`src/rtl/apb_pkg.sv`:
```
// Shared types and helpers for the APB register bank: FSM state encoding,
// protection-bit position and the byte-lane merge used on writes.
package apb_pkg;

    typedef enum logic [0:0] {
        APB_IDLE   = 1'b0,
        APB_ACCESS = 1'b1
    } apb_state_t;

    localparam int PPROT_PRIV_BIT = 0;

    // Lanes with a set strobe take the new byte, all others keep the old one.
    function automatic logic [31:0] strb_merge(
        input logic [31:0] old_v,
        input logic [31:0] wdata,
        input logic [3:0]  strb
    );
        logic [31:0] res;
        res = old_v;
        for (int b = 0; b < 4; b++) begin
            if (strb[b]) begin
                res[8*b +: 8] = wdata[8*b +: 8];
            end else begin
                res[8*b +: 8] = old_v[8*b +: 8];
            end
        end
        return res;
    endfunction

endpackage

```
`src/rtl/apb_wait_ctr.sv`:
```
// Loadable down-counter that paces the APB access phase; zero flags the
// cycle in which the transfer may complete.
module apb_wait_ctr #(
    parameter int CNT_W = 4
) (
    input  logic             clk,
    input  logic             rst,
    input  logic             load,
    input  logic [CNT_W-1:0] load_val,
    input  logic             dec,
    output logic             zero
);

    logic [CNT_W-1:0] r_cnt;

    // Load on setup, count down once per stalled access cycle, saturate at 0.
    always_ff @(posedge clk) begin
        if (rst) begin
            r_cnt <= '0;
        end else if (load) begin
            r_cnt <= load_val;
        end else if (dec && (r_cnt != '0)) begin
            r_cnt <= r_cnt - {{(CNT_W-1){1'b0}}, 1'b1};
        end else begin
            r_cnt <= r_cnt;
        end
    end

    assign zero = (r_cnt == '0);

endmodule

```
`src/rtl/apb_regbank_slave.sv`:
```
// APB4 completer exposing a bank of byte-strobed control registers, read-only
// status windows, optional privileged-write protection and slave errors.
module apb_regbank_slave
    import apb_pkg::*;
#(
    parameter int                    ADDR_WIDTH  = 32,
    parameter int                    DATA_WIDTH  = 32,
    parameter int                    N_REGS      = 8,
    parameter logic [ADDR_WIDTH-1:0] BASE_ADDR   = '0,
    parameter int                    WAIT_STATES = 0,
    parameter logic [N_REGS-1:0]     RO_MASK     = '0,
    parameter bit                    PRIV_WR     = 1'b0,
    parameter logic [DATA_WIDTH-1:0] RESET_VAL   = '0
) (
    input  logic                         pclk,
    input  logic                         preset,
    input  logic [ADDR_WIDTH-1:0]        paddr,
    input  logic [2:0]                   pprot,
    input  logic                         psel,
    input  logic                         penable,
    input  logic                         pwrite,
    input  logic [DATA_WIDTH-1:0]        pwdata,
    input  logic [DATA_WIDTH/8-1:0]      pstrb,
    output logic                         pready,
    output logic [DATA_WIDTH-1:0]        prdata,
    output logic                         pslverr,
    output logic [N_REGS*DATA_WIDTH-1:0] cfg_o,
    input  logic [N_REGS*DATA_WIDTH-1:0] sts_i,
    output logic [N_REGS-1:0]            wr_pulse
);

    localparam int IDX_W = $clog2(N_REGS);
    localparam logic [ADDR_WIDTH:0] ADDR_END =
        {1'b0, BASE_ADDR} + (ADDR_WIDTH+1)'(N_REGS * 4);

    apb_state_t r_state;
    apb_state_t w_state_nxt;
    logic       w_load;
    logic       w_dec;
    logic       w_zero;
    logic       w_ready;

    logic [ADDR_WIDTH-1:0] w_off;
    logic [IDX_W-1:0]      w_idx;
    logic                  w_in_range;
    logic                  w_misalign;
    logic                  w_ro_hit;
    logic                  w_wr_err;
    logic                  w_err;
    logic                  w_commit;
    logic                  w_rd_en;
    logic [DATA_WIDTH-1:0] w_rdata;
    logic [DATA_WIDTH-1:0] w_merged;
    logic [DATA_WIDTH-1:0] w_cfg [N_REGS];
    logic [DATA_WIDTH-1:0] w_sts [N_REGS];
    logic [N_REGS-1:0]     w_pulse_nxt;
    logic [N_REGS-1:0]     r_wr_pulse;
    logic                  w_unused;

    apb_wait_ctr #(
        .CNT_W (4)
    ) u_wait_ctr (
        .clk      (pclk),
        .rst      (preset),
        .load     (w_load),
        .load_val (4'(WAIT_STATES)),
        .dec      (w_dec),
        .zero     (w_zero)
    );

    // FSM state register.
    always_ff @(posedge pclk) begin
        if (preset) begin
            r_state <= APB_IDLE;
        end else begin
            r_state <= w_state_nxt;
        end
    end

    // Next state, counter control and the combinational ready strobe.
    always_comb begin
        w_state_nxt = r_state;
        w_load      = 1'b0;
        w_dec       = 1'b0;
        w_ready     = 1'b0;
        case (r_state)
            APB_IDLE: begin
                if (psel && !penable) begin
                    w_state_nxt = APB_ACCESS;
                    w_load      = 1'b1;
                end else begin
                    w_state_nxt = APB_IDLE;
                end
            end
            APB_ACCESS: begin
                if (!psel) begin
                    w_state_nxt = APB_IDLE;
                end else if (!penable) begin
                    // A fresh setup phase restarts the wait sequence.
                    w_state_nxt = APB_ACCESS;
                    w_load      = 1'b1;
                end else if (!w_zero) begin
                    w_state_nxt = APB_ACCESS;
                    w_dec       = 1'b1;
                end else begin
                    w_state_nxt = APB_IDLE;
                    w_ready     = 1'b1;
                end
            end
            default: begin
                w_state_nxt = APB_IDLE;
            end
        endcase
    end

    assign w_off      = paddr - BASE_ADDR;
    assign w_idx      = w_off[IDX_W+1:2];
    assign w_in_range = ({1'b0, paddr} >= {1'b0, BASE_ADDR}) && ({1'b0, paddr} < ADDR_END);
    assign w_misalign = (paddr[1:0] != 2'b00);
    assign w_ro_hit   = w_in_range && RO_MASK[w_idx];
    assign w_wr_err   = pwrite && (w_ro_hit || (PRIV_WR && !pprot[PPROT_PRIV_BIT]));
    assign w_err      = !w_in_range || w_misalign || w_wr_err;

    assign w_commit   = w_ready && pwrite && !w_err;
    assign w_rd_en    = w_ready && !pwrite && !w_err;
    assign w_merged   = DATA_WIDTH'(strb_merge(32'(w_cfg[w_idx]), 32'(pwdata), 4'(pstrb)));

    for (genvar gi = 0; gi < N_REGS; gi++) begin : g_reg
        assign w_sts[gi] = sts_i[gi*DATA_WIDTH +: DATA_WIDTH];
        if (RO_MASK[gi]) begin : g_ro
            assign w_cfg[gi] = '0;
        end else begin : g_rw
            logic [DATA_WIDTH-1:0] r_reg;
            // Register storage, updated only by an error-free completing write.
            always_ff @(posedge pclk) begin
                if (preset) begin
                    r_reg <= RESET_VAL;
                end else if (w_commit && (w_idx == IDX_W'(gi))) begin
                    r_reg <= w_merged;
                end else begin
                    r_reg <= r_reg;
                end
            end
            assign w_cfg[gi] = r_reg;
        end
    end

    // Pack per-register contents onto the flat export bus.
    always_comb begin
        cfg_o = '0;
        for (int i = 0; i < N_REGS; i++) begin
            cfg_o[i*DATA_WIDTH +: DATA_WIDTH] = w_cfg[i];
        end
    end

    // Read mux; the bus is held at zero outside a successful read completion.
    always_comb begin
        w_rdata = '0;
        if (w_rd_en) begin
            if (RO_MASK[w_idx]) begin
                w_rdata = w_sts[w_idx];
            end else begin
                w_rdata = w_cfg[w_idx];
            end
        end else begin
            w_rdata = '0;
        end
    end

    // One-hot strobe for the register written this cycle.
    always_comb begin
        w_pulse_nxt = '0;
        if (w_commit) begin
            w_pulse_nxt = N_REGS'(1) << w_idx;
        end else begin
            w_pulse_nxt = '0;
        end
    end

    // Write pulse register, cleared by reset.
    always_ff @(posedge pclk) begin
        if (preset) begin
            r_wr_pulse <= '0;
        end else begin
            r_wr_pulse <= w_pulse_nxt;
        end
    end

    assign pready   = w_ready;
    assign pslverr  = w_ready && w_err;
    assign prdata   = w_rdata;
    assign wr_pulse = r_wr_pulse;

    assign w_unused = ^{pprot[2:1], w_off[ADDR_WIDTH-1:IDX_W+2], w_off[1:0]};

endmodule

```
`config.mk`:
```
export PLATFORM = sky130hd
export DESIGN_NAME = apb_regbank_slave
export DESIGN_NICKNAME = d
export VERILOG_FILES = /design/src/rtl/apb_pkg.sv /design/src/rtl/apb_wait_ctr.sv /design/src/rtl/apb_regbank_slave.sv
export SDC_FILE = /design/constraint.sdc
export NUM_CORES = 1
export LEC_CHECK = 0
export ABC_CLOCK_PERIOD_IN_PS = 5300
export CORE_AREA = 2 2 246 248
export DETAILED_ROUTE_END_ITERATION = 12
export DIE_AREA = 0 0 248 250
export PLACE_DENSITY_LB_ADDON = 0.3
export SLEW_MARGIN = 10
export SYNTH_ARGS = -nofsm -noshare
export SYNTH_HDL_FRONTEND = slang
export SYNTH_SLANG_ARGS = --single-unit
```
`constraint.sdc`:
```
create_clock -name pclk -period 5.3 [get_ports pclk]
set_input_delay 0.53 -clock pclk [delete_from_list [all_inputs] [get_ports pclk]]
set_output_delay 0.53 -clock pclk [all_outputs]
set_load 0.01 [all_outputs]
```
# Word-level counts from Yosys, hierarchy flattened
# Memory sizes are Yosys's and may differ from the RTL's.
# Index checks and enable logic that the tools add are counted.
# op_classes
addsub	1
mul	0
div	0
magnitude_cmp	3
n_eq_ne	7
n_shift	1
muxes	28
n_bitwise	3
reduce_logical	29
# op_table
operator	n
32-bit binary-select mux with 3-bit select	2
32-bit two-way mux	6
32-bit by 6-bit < comparator with 1-bit output (second input constant)	1
8-bit two-way mux	4
1-bit logical AND	17
1-bit two-way mux	14
3-bit == test (second input constant)	4
1-bit by 3-bit left shift with 8-bit output (first input constant)	1
3-bit by 2-bit == test with 1-bit output (second input constant)	2
4-bit >= comparator (second input constant)	1
1-bit logical NOT	4
4-bit logical NOT	1
3-bit by 4-bit < comparator with 1-bit output (second input constant)	1
3-bit inverter with 4-bit output	1
1-bit case mux with 2 select lines	2
4-bit nonzero test	1
2-bit OR reduction	2
4-bit by 1-bit subtractor with 4-bit output (second input constant)	1
3-bit by 1-bit == test with 1-bit output (second input constant)	1
3-bit logical NOT	1
1-bit logical OR	2
1-bit inverter	2
2-bit nonzero test	1
# totals
ff_bits	269
latch_bits	0
ram_bits	0
romBits	8
inputBits	332
output_inout_bits	298
elab_cells	84
mem_count	1
# memory_table
name	words	word_bits	rd	rd_ports_with_merged_regs	write_ports	line	rtl
(name not given)	8	1	1	0	0	apb_regbank_slave.sv:160	if (RO_MASK[w_idx]) begin

# Depth between registers and ports, before layout
# logic_depth
ltp_word	9
depth_mapped	9
ltp_nobuf	7

# Cells and area by module
# From an unflattened synthesis, not the netlist that was laid out.
# hier_totals
hier_cells	1257
area_unflattened_um2	11680.0
# by_module_without_submodules
module	instances	cells_each	area_each_um2	seq_area_each_um2
apb_regbank_slave	1	1228	11417.2	5305.1
apb_wait_ctr	1	29	262.8	80.1

# Worst setup path after synthesis
# Ideal clock, no wire load.
# synth_path
path_kind	input -> output
from	input port paddr[23]
to	output port prdata[11]
arrival_time_ps	2463
required_time_ps	4770
path_slack_ps	2307
cell_stages	8
path_buffers	3
cell_sequence	nor4_1 -> nand4_1 -> buf_6 -> or2_1 -> buf_6 -> or3_4 -> clkbuf_2 -> nor4_1
# synth_between
elab_chain_cells	7
elab_cells_between_ends	9
classes_between	order compare (1); mux (1); reduce/logical (7)
# synth_lines
item	line	rtl
start, declared	apb_regbank_slave.sv:17	input logic [ADDR_WIDTH-1:0] paddr,
32-bit by 6-bit < comparator with 1-bit output *	apb_regbank_slave.sv:118	assign w_in_range = ({1'b0, paddr} >= {1'b0, BASE_ADDR}) && ({1'b0, paddr} < ADDR_END);
1-bit logical NOT / 1-bit logical AND (equally long branches)	apb_regbank_slave.sv:122, apb_regbank_slave.sv:120	
1-bit logical OR / 1-bit logical AND (equally long branches)	apb_regbank_slave.sv:122, apb_regbank_slave.sv:121	
1-bit logical OR *	apb_regbank_slave.sv:122	assign w_err = !w_in_range || w_misalign || w_wr_err;
1-bit logical NOT *	apb_regbank_slave.sv:125	assign w_rd_en = w_ready && !pwrite && !w_err;
1-bit logical AND *	apb_regbank_slave.sv:125	
32-bit two-way mux *	apb_regbank_slave.sv:159	if (w_rd_en) begin
end, declared	apb_regbank_slave.sv:25	output logic [DATA_WIDTH-1:0] prdata,
# Mark *: on every way between the ends. The rest lies on a longest branch, timed or not.

# Final worst setup path
# Same ends and word-level chain as after synthesis.

==> results.toml <==
[cells_and_area]
regArea_mm2 = 0.00539
design_area_mm2 = 0.0174
nets = 1834
largest_register_ffs = 256
fillers = 6107
stdcell_count = 2312
area_growth_pct = 47.9
layout_commonest_cell = "clkdlybuf4s50_1"
drive_gt1_share_pct = 12.1
multiInputGateArea_mm2 = 0.00588
layout_common_cells = "366 x clkdlybuf4s50_1, 269 x dfxtp_1, 197 x a211oi_1"

[routing]
drc = 0
num_vias = 10900
avgRoutedWirePerCell_um = 22.9
dr.pass1.iters = 5
avgViaCountPerCell = 4.72
ant_nets = 0
drt-initial-drc-count = 677
wirelength_um = 53100

[logic_synthesis]
yosys_warnings = 0
syn_area_mm2 = 0.0118
yosysSeqAreaShare_pct = 45.8
syn_inst = 1166
synth_top_area_share_pct = 45.8
async_flop_share_pct = 0
ys_types = 47
synth.avg_cell_area_um2 = 10.1
synth-seq-cells = 269
ys.flop_type = "dfxtp_1"
synthTopCellsByArea = "dfxtp_1 46%, a211oi_1 13%, nor2_1 6.1%"
yosys.area.top_type = "dfxtp_1"
synth_edf_count = 0
syn_nets = 1500

[pwr]
clkPwrFrac_pct = 51.1
cellPowerDensity_mw_per_mm2 = 279
pwr-share-comb_pct = 7.2
ir_drop_mv = 0.163
intPower_uw = 3670
power.share.switching_pct = 24.2
p_leak_uw = 0.00565
finalPower_uw = 4840
p_sw_uw = 1170
seqPwrFrac_pct = 41.7

[cts]
clock_latency_ns = 0.55
cts_resized = 0
clockBufferDepth = 3
clock-sinks = 269
cts_buffers = 34
clock-root-buffer = "clkbuf_16"
cts_tree = "done"
cts_hold_buf = 0
clk_pin_slew_ns = 0.05
cts_setup_buffers = 0
h-tree-depth = 2

[setup_path]
cp.required_ns = 4.77
worst_ep_arrival_time_ns = 4.15
cp_top_family = "simple AND/OR/NAND/NOR gates"
crit_buf_inv = 2
critPathSlowestCell = "nor4_1"
path_class = "input port to output port"
worstPathCellList = "clkdlybuf4s50_1, nor4_1, nand4_1, or2_1, or3_4, nor4_1, clkdlybuf4s50_1"
end_kind = "output port"
cp_max_fo = 32
slowest_delay_ns = 0.78
cp-start-kind = "input port"

[job]
max_cap_violations = 0

[timing]
finalSetupViolations = 0
fin_ws_ns = 0.620
period_minus_slack_ns = 4.68
clock.fmax_mhz = 214
setup-tns-final_ns = 0
rsz0062_at_grt = "false"
post-route-period-util_pct = 88.3
drv_slew = 0
slew_headroom_pct = 27.1
clock_skew_ns = 0.0194
hold_viol = 0
tightest_slew_ns = 1.09

[grt]
grt_pass1_vias = 10700
grt_max_degree = 109
track_usage_pct = 16.6
antenna_found_initial = 4
grt.overflow.total = 0
grt_pass1_wl_um = 75600

[run_status]
status = "finished, final reports clean"

[floorplanning]
row_count = 90
fp.dieH_um = 250
fp.dieArea_mm2 = 0.0620
initial_core_util_pct = 19.7
io_pins = 630
core-area_mm2 = 0.0596
die_x_um = 248

[place]
dpl-instance-area_mm2 = 0.0162
placedCellCount = 2246
gp_congestion = 0.799
numPortBuffers = 370
pre_cts_ws_ns = 0.648
hpwl_um = 38600

[worst_hold_path]
hp-class = "flip-flop to flip-flop"
layer usage:
layer | up-vias | track usage (%) | wire length [um]
li1 | 5127 | - | -
met3 | 100 | 3.54 | 3150
met2 | 367 | 27.3 | 25700
met5 | - | 0 | 0
met1 | 5316 | 20.8 | 22100
met4 | 0 | 7.15 | 2040
kinds of logic (layout without fill, tap and decap cells):
kind of cell	count (synthesis)	count (layout)	synth area share, %
AO/OA/AOI/OAI	369	369	24.6
XOR/XNOR	3	3	0.223
adder cells (fa/ha/maj)	2	2	0.213
buffers and inverters	105	465	4.23
flip-flops	269	269	45.8
multiplexers	104	104	11.4
other	0	4	0
AND/OR/NAND/NOR	314	314	13.5
layout make-up:
class / count / share of cell area [%]
antenna: 4 / 0.0576
clock buffer: 51 / 5.84
clock inverter: 11 / 1.07
inverter: 6 / 0.130
multi-input combinational: 792 / 33.8
sequential: 269 / 31.0
tap: 782 / 5.63
timing repair buffer: 397 / 22.5
metrics by stage:
stage	utilization (%)	hold WS (ns)
after global routing	29.2	0.492
after global placement	27.2	0.467
final	29.2	0.483
after CTS	29.2	0.485
after floorplan	-	0.481
after detailed placement	27.2	0.468
synthesized netlist by cell type, types with 3 or more instances:
master     number
nand3_2         3
mux2i_1        40
a211o_1        10
mux2_2         44
o22ai_1        40
and2b_1         3
a2bb2oi_1      10
a21oi_1        14
o2bb2ai_1      80
nor4_1          9
buf_6           5
nor2b_1        24
or4_4           4
buf_2          34
dfxtp_1       269
clkbuf_1       47
o32ai_1         4
nor4_4          4
a2111oi_2       9
mux4_2         20
buf_4           6
nor3_1          6
nor2_1        191
and2_1         11
nor3_4          5
or2_2           3
inv_1           6
nand2_1        28
nand2b_1        5
a2111oi_0       4
buf_1           6
a211oi_1      197
nand4_2         4
nand3_1         3
worst reg2reg max path: stages, from the launching register on:
cell	delay, ns
dfxtp_1	0.33
inv_1	0.08
ha_1	0.15
or3b_4	0.42
or4_1	0.60
nor3_4	0.22
buf_4	0.52
nor2_1	0.11
a211oi_1	0.23
path summary, 6_finish.rpt:
path | from | endpoint | slack (ns) | cells past startpoint
worst min register to register | g_reg[0].g_rw.r_reg[10]$_SDFFE_PP0P_ | g_reg[0].g_rw.r_reg[10]$_SDFFE_PP0P_ | 0.48 | 1
worst max-delay path | paddr[23] | prdata[11] | 0.62 | 7
worst max register to register | u_wait_ctr.r_cnt[0]$_SDFFE_PP0P_ | g_reg[7].g_rw.r_reg[1]$_SDFFE_PP0P_ | 2.56 | 8
worst min-delay path | g_reg[0].g_rw.r_reg[10]$_SDFFE_PP0P_ | g_reg[0].g_rw.r_reg[10]$_SDFFE_PP0P_ | 0.48 | 1
power groups by stage:
stage / logic (uW) / clock network [uW] / registers (uW)
after global routing: 372 / 2610 / 2020
after CTS: 355 / 2540 / 2020
after floorplan: 180 / 0 / 2070
final: 349 / 2470 / 2020
after detailed placement: 354 / 0 / 2070
after global placement: 351 / 0 / 2070
No activity file was read; power rests on OpenSTA's default activity.
